<file path="src/rtl/pipe_skid_register.sv">
// Elastic pipeline-stage register with a 2-entry skid buffer.
//
// Ports:
//   clk, reset        - rising-edge clock, asynchronous active-high reset
//   flush             - empties the stage, reloads data with BUBBLE, drops the input beat
//   in_valid/in_ready/in_data    - upstream handshake; in_ready is registered
//   out_valid/out_ready/out_data - downstream handshake; out_* driven from the main register
//   occupancy         - number of held beats (0..2), registered
//   cnt_clear         - synchronous clear of both performance counters
//   stall_cnt         - saturating count of cycles with out_valid & ~out_ready
//   flush_cnt         - saturating count of cycles with flush asserted
//
// in_ready depends only on skid occupancy, so out_ready never reaches in_ready
// combinationally; the skid entry absorbs the one beat accepted while the stall
// propagates.
module pipe_skid_register #(
  parameter int unsigned        DATA_W = 64,
  parameter logic [DATA_W-1:0]  BUBBLE = {DATA_W{1'b0}},
  parameter int unsigned        CNT_W  = 16
) (
  input  logic              clk,
  input  logic              reset,
  input  logic              flush,
  input  logic              in_valid,
  output logic              in_ready,
  input  logic [DATA_W-1:0] in_data,
  output logic              out_valid,
  input  logic              out_ready,
  output logic [DATA_W-1:0] out_data,
  output logic [1:0]        occupancy,
  input  logic              cnt_clear,
  output logic [CNT_W-1:0]  stall_cnt,
  output logic [CNT_W-1:0]  flush_cnt
);

  // Encoding is {skid_v, main_v}, so the valid bits fall straight out of the state.
  typedef enum logic [1:0] {
    StEmpty = 2'b00,
    StOne   = 2'b01,
    StTwo   = 2'b11
  } state_e;

  state_e            state_q, state_d;
  logic [DATA_W-1:0] main_data_q, main_data_d;
  logic [DATA_W-1:0] skid_data_q, skid_data_d;
  logic [CNT_W-1:0]  stall_cnt_q, stall_cnt_d;
  logic [CNT_W-1:0]  flush_cnt_q, flush_cnt_d;
  logic              in_fire, out_fire;

  assign in_ready  = (state_q != StTwo);
  assign out_valid = (state_q != StEmpty);
  assign out_data  = main_data_q;
  assign occupancy = {state_q == StTwo, state_q == StOne};
  assign stall_cnt = stall_cnt_q;
  assign flush_cnt = flush_cnt_q;

  assign in_fire  = in_valid & in_ready;
  assign out_fire = out_valid & out_ready;

  always_comb begin
    state_d     = state_q;
    main_data_d = main_data_q;
    skid_data_d = skid_data_q;
    if (flush) begin
      state_d     = StEmpty;
      main_data_d = BUBBLE;
      skid_data_d = BUBBLE;
    end else begin
      case (state_q)
        StEmpty: begin
          if (in_fire) begin
            main_data_d = in_data;
            state_d     = StOne;
          end
        end
        StOne: begin
          if (in_fire && out_fire) begin
            main_data_d = in_data;
          end else if (in_fire) begin
            skid_data_d = in_data;
            state_d     = StTwo;
          end else if (out_fire) begin
            // main data is left stale; out_valid low marks it as meaningless.
            state_d = StEmpty;
          end
        end
        StTwo: begin
          if (out_fire) begin
            main_data_d = skid_data_q;
            state_d     = StOne;
          end
        end
        default: state_d = StEmpty;
      endcase
    end
  end

  always_comb begin
    stall_cnt_d = stall_cnt_q;
    flush_cnt_d = flush_cnt_q;
    if (cnt_clear) begin
      stall_cnt_d = '0;
      flush_cnt_d = '0;
    end else begin
      if (out_valid && !out_ready && stall_cnt_q != {CNT_W{1'b1}}) begin
        stall_cnt_d = stall_cnt_q + 1'b1;
      end
      if (flush && flush_cnt_q != {CNT_W{1'b1}}) begin
        flush_cnt_d = flush_cnt_q + 1'b1;
      end
    end
  end

  always_ff @(posedge clk or posedge reset) begin
    if (reset) begin
      state_q     <= StEmpty;
      main_data_q <= BUBBLE;
      skid_data_q <= BUBBLE;
      stall_cnt_q <= '0;
      flush_cnt_q <= '0;
    end else begin
      state_q     <= state_d;
      main_data_q <= main_data_d;
      skid_data_q <= skid_data_d;
      stall_cnt_q <= stall_cnt_d;
      flush_cnt_q <= flush_cnt_d;
    end
  end

endmodule

</file>
<file path="config.mk">
export PLATFORM = sky130hd
export DESIGN_NAME = pipe_skid_register
export DESIGN_NICKNAME = d
export VERILOG_FILES = /design/src/rtl/pipe_skid_register.sv
export SDC_FILE = /design/constraint.sdc
export NUM_CORES = 1
export LEC_CHECK = 0
export CORE_UTILIZATION = 52
export CTS_CLUSTER_SIZE = 10
export DETAILED_ROUTE_END_ITERATION = 6
export GPL_TIMING_DRIVEN = 0
export PLACE_DENSITY = 0.81
export SYNTH_ARGS = -nofsm -noshare
export SYNTH_HDL_FRONTEND = slang
export SYNTH_SLANG_ARGS = --single-unit
export TNS_END_PERCENT = 5
</file>
<file path="constraint.sdc">
create_clock -name clk -period 5.4 [get_ports clk]
set_clock_uncertainty 0.05 [all_clocks]
set_input_delay 0.54 -clock clk [delete_from_list [all_inputs] [get_ports clk]]
set_output_delay 0.54 -clock clk [all_outputs]
set_load 0.03 [all_outputs]
</file>
==> impl_metrics.py <==
metrics = {
    "outcome": {
        "status": "completed",
    },
    "timing": {
        "setup_viol": 0,
        "hold_violations": 0,
        "rsz0062_at_grt": "false",
        "tightest_slew_ns": 0.643,
        "fin_crit_sh_pct": 50.3,
        "max_slew_margin_pct": 56.9,
        "slew_violations": 0,
        "fmax_mhz": 368,
        "finalCriticalPeriod_ns": 2.72,
    },
    "clock_tree": {
        "hold_buffers": 0,
        "clock-sinks": 162,
        "htreeDepth": 4,
        "numCtsBuffers": 17,
        "cts_setup_buffers": 0,
        "postCtsResizedCells": 0,
        "cts_root_buf": "clkbuf_16",
        "cts.path.max_buffers": 2,
        "clk_pin_slew_ns": 0.07,
        "tritoncts": "done",
        "clock_latency_ns": 0.42,
    },
    "pwr": {
        "p_leak_nw": 4.63,
        "power_density_nw_per_um2": 439,
        "vdd_drop_max_uv": 272,
        "finalPower_w": 0.00485,
    },
    "min_path": {
        "min_path_type": "flop to flop",
    },
    "place": {
        "dp.final_hpwl_mm": 14.2,
        "io_buffer_count": 169,
        "gp_congestion": 0.840,
        "place_inst": 1233,
    },
    "routing": {
        "wl_per_cell_um": 16.4,
        "via_count": 6844,
        "drc": 0,
        "drtIter0Drc": 438,
        "via_per_inst": 5.41,
        "wirelength_mm": 20.7,
        "drtAntennaViolNets": 0,
        "dr.pass1.iters": 4,
    },
    "yosys": {
        "syn_nets": 925,
        "synth_compound_area_share_pct": 9.15,
        "ys_async_sr_fraction_pct": 100,
        "synthCells": 847,
        "syn_area_sq_um": 8450,
        "yosysSeqAreaShare_pct": 48.0,
        "ys_ff_latch": 162,
        "synth-main-ff-cell": "dfrtp_1",
        "synth-simple-area-share_pct": 20.6,
        "synth_warnings": 0,
        "muxShareOfSynthArea_pct": 17.1,
        "synthAdderAreaFrac_pct": 1.18,
        "ys_types": 59,
        "synth_top_family_by_area": "simple AND/OR/NAND/NOR gates",
        "synth_xor_xnor_area_share_pct": 0.518,
        "avgSynthCellArea_sq_um": 9.98,
        "synth_edf_count": 0,
    },
    "finish": {
        "layout.area.seq_sq_um": 4050,
        "diodes": 0,
        "multiInputGateArea_sq_um": 4100,
        "fill_cells": 1256,
        "drive_gt1_share_pct": 12.9,
        "final_common_cell": "clkdlybuf4s50_1",
        "area_delta_synth_final_pct": 30.9,
        "fin_nets": 1114,
        "fin_cells": 1265,
        "final_cell_mix": "169 x clkdlybuf4s50_1, 162 x dfrtp_1, 139 x nand2_1, 86 x a21oi_1, 74 x nor2_1",
    },
    "floorplanning": {
        "die_w_um": 129,
        "ios": 170,
        "initial_core_util_pct": 53.2,
        "die_area_sq_um": 16800,
        "row_count": 46,
        "die_h_um": 129,
        "core_sq_um": 15900,
    },
    "worst_setup_path": {
        "crit_fanout": 10,
        "arrival_ns": 2.13,
        "cp_slowest_cell": "clkdlybuf4s50_1",
        "cp-start-kind": "flop",
        "end_kind": "primary output",
        "critical_path_required_ns": 4.81,
        "path_buf_inv": 3,
        "path_class": "flop to primary output",
        "crit_path_max_incr_delay_ns": 0.69,
        "crit_family": "buffers and inverters",
        "cp_cell_sequence": "ha_1 > buf_2 > inv_1 > clkdlybuf4s50_1",
    },
    "global_routing": {
        "grt_usage_pct": 26.2,
        "grt_pass1_vias": 6892,
        "grt_pass1_wl_mm": 34.0,
        "grt_max_degree": 85,
        "grt_overflow": 0,
        "antenna_found_initial": 0,
    },
    "job": {
        "maxCapViolCount": 0,
    },
}
-- stage by stage --
stage / setup TNS, ns / hold WS, ns / instance area, sq um / worst slack, ns / utilization (%)
2_1_floorplan: 0 / 0.451 / 8450 / 0.433 / -
3_3_place_gp: -301.91 / 0.459 / 10400 / -1.87 / 65.6
3_5_place_dp: 0 / 0.465 / 10400 / 2.48 / 65.8
4_1_cts: 0 / 0.474 / 11100 / 2.67 / 69.7
5_1_grt: 0 / 0.497 / 11100 / 2.60 / 69.7
6_report: 0 / 0.471 / 11100 / 2.68 / 69.7
-- cell type report --
type | instances | area share [%]
timing repair buffer | 170 | 15.5
clock inverter | 14 | 1.59
multi-input combinational | 625 | 37.0
buffer | 52 | 2.43
tap | 216 | 2.44
clock buffer | 18 | 3.97
inverter | 8 | 0.339
sequential | 162 | 36.6
-- registers in the layout (all words and copies together) (netlist names) --
register and count:
state_q 2, skid_data_q 64, stall_cnt 16, out_data 64
flush_cnt 16
-- synthesized netlist by cell type, types with 2 or more instances --
cell type / count / share of area (%)
mux2i_1: 66 / 7.8
o21ai_1: 2 / 0.12
xnor2_1: 4 / 0.41
and3_1: 5 / 0.37
o21ai_0: 11 / 0.65
inv_1: 8 / 0.36
or4_1: 5 / 0.44
and4_1: 5 / 0.52
nand2_1: 139 / 6.2
clkbuf_1: 27 / 1.2
a211o_1: 2 / 0.21
or3_1: 11 / 0.81
nand4_4: 3 / 0.75
dfrtp_1: 162 / 48
and2_1: 2 / 0.15
nand3_1: 16 / 0.95
ha_1: 8 / 1.2
nor4_1: 3 / 0.22
nor2_1: 74 / 3.3
buf_2: 17 / 1.0
o31ai_1: 6 / 0.53
a21oi_1: 86 / 5.1
nor2b_1: 69 / 5.1
buf_6: 7 / 0.93
mux2_4: 10 / 1.8
nor3_1: 4 / 0.24
a211oi_1: 3 / 0.27
mux2_2: 52 / 6.9
mux2_1: 4 / 0.53
nand4_1: 7 / 0.52
-- cell families (layout without fill, tap and decap cells) --
family          Yosys count  in the layout
simple gates            353            353
flops                   162            162
mux                     132            132
compound gates          127            127
xor+xnor                  5              5
fa+ha+maj                 8              8
buf+inv                  60            262
-- where the power goes --
part           total (W)  switching [W]  internal (W)
clock network    0.00125       0.000507      0.000746
logic            0.00199        0.00107      0.000924
registers        0.00161       0.000145       0.00147
-- worst register-to-register path: cells and delay by family (launching register included) --
| kind | cells | cell delay, ns |
|---|---|---|
| and+or+nand+nor | 3 | 0.82 |
| buffers and inverters | 2 | 0.54 |
| DFF | 1 | 0.42 |
| adders and majority gates | 1 | 0.32 |
| AOI/OAI and AO/OA | 1 | 0.18 |
-- final timing paths --
path                                 start              end  slack [ns]  cells after the start
min in group asynchronous            reset   skid_data_q[8]        0.54                      2
hold reg to reg            skid_data_q[32]  skid_data_q[32]        0.47                      2
max in group asynchronous            reset     flush_cnt[4]        3.97                      3
setup / recovery                state_q[0]         in_ready        2.68                      4
hold / removal             skid_data_q[32]  skid_data_q[32]        0.47                      2
setup reg to reg                state_q[0]  skid_data_q[58]        2.98                      7
-- layer usage --
layer  global-route usage (%)  wire length [um]  up-vias
met2                     44.3             10200      176
met5                        0                 0        -
met4                     7.32               248        0
li1                         -                 -     3297
met3                     5.00              1030       18
met1                     34.5              9220     3353
Power figures use the tool's default switching activity.
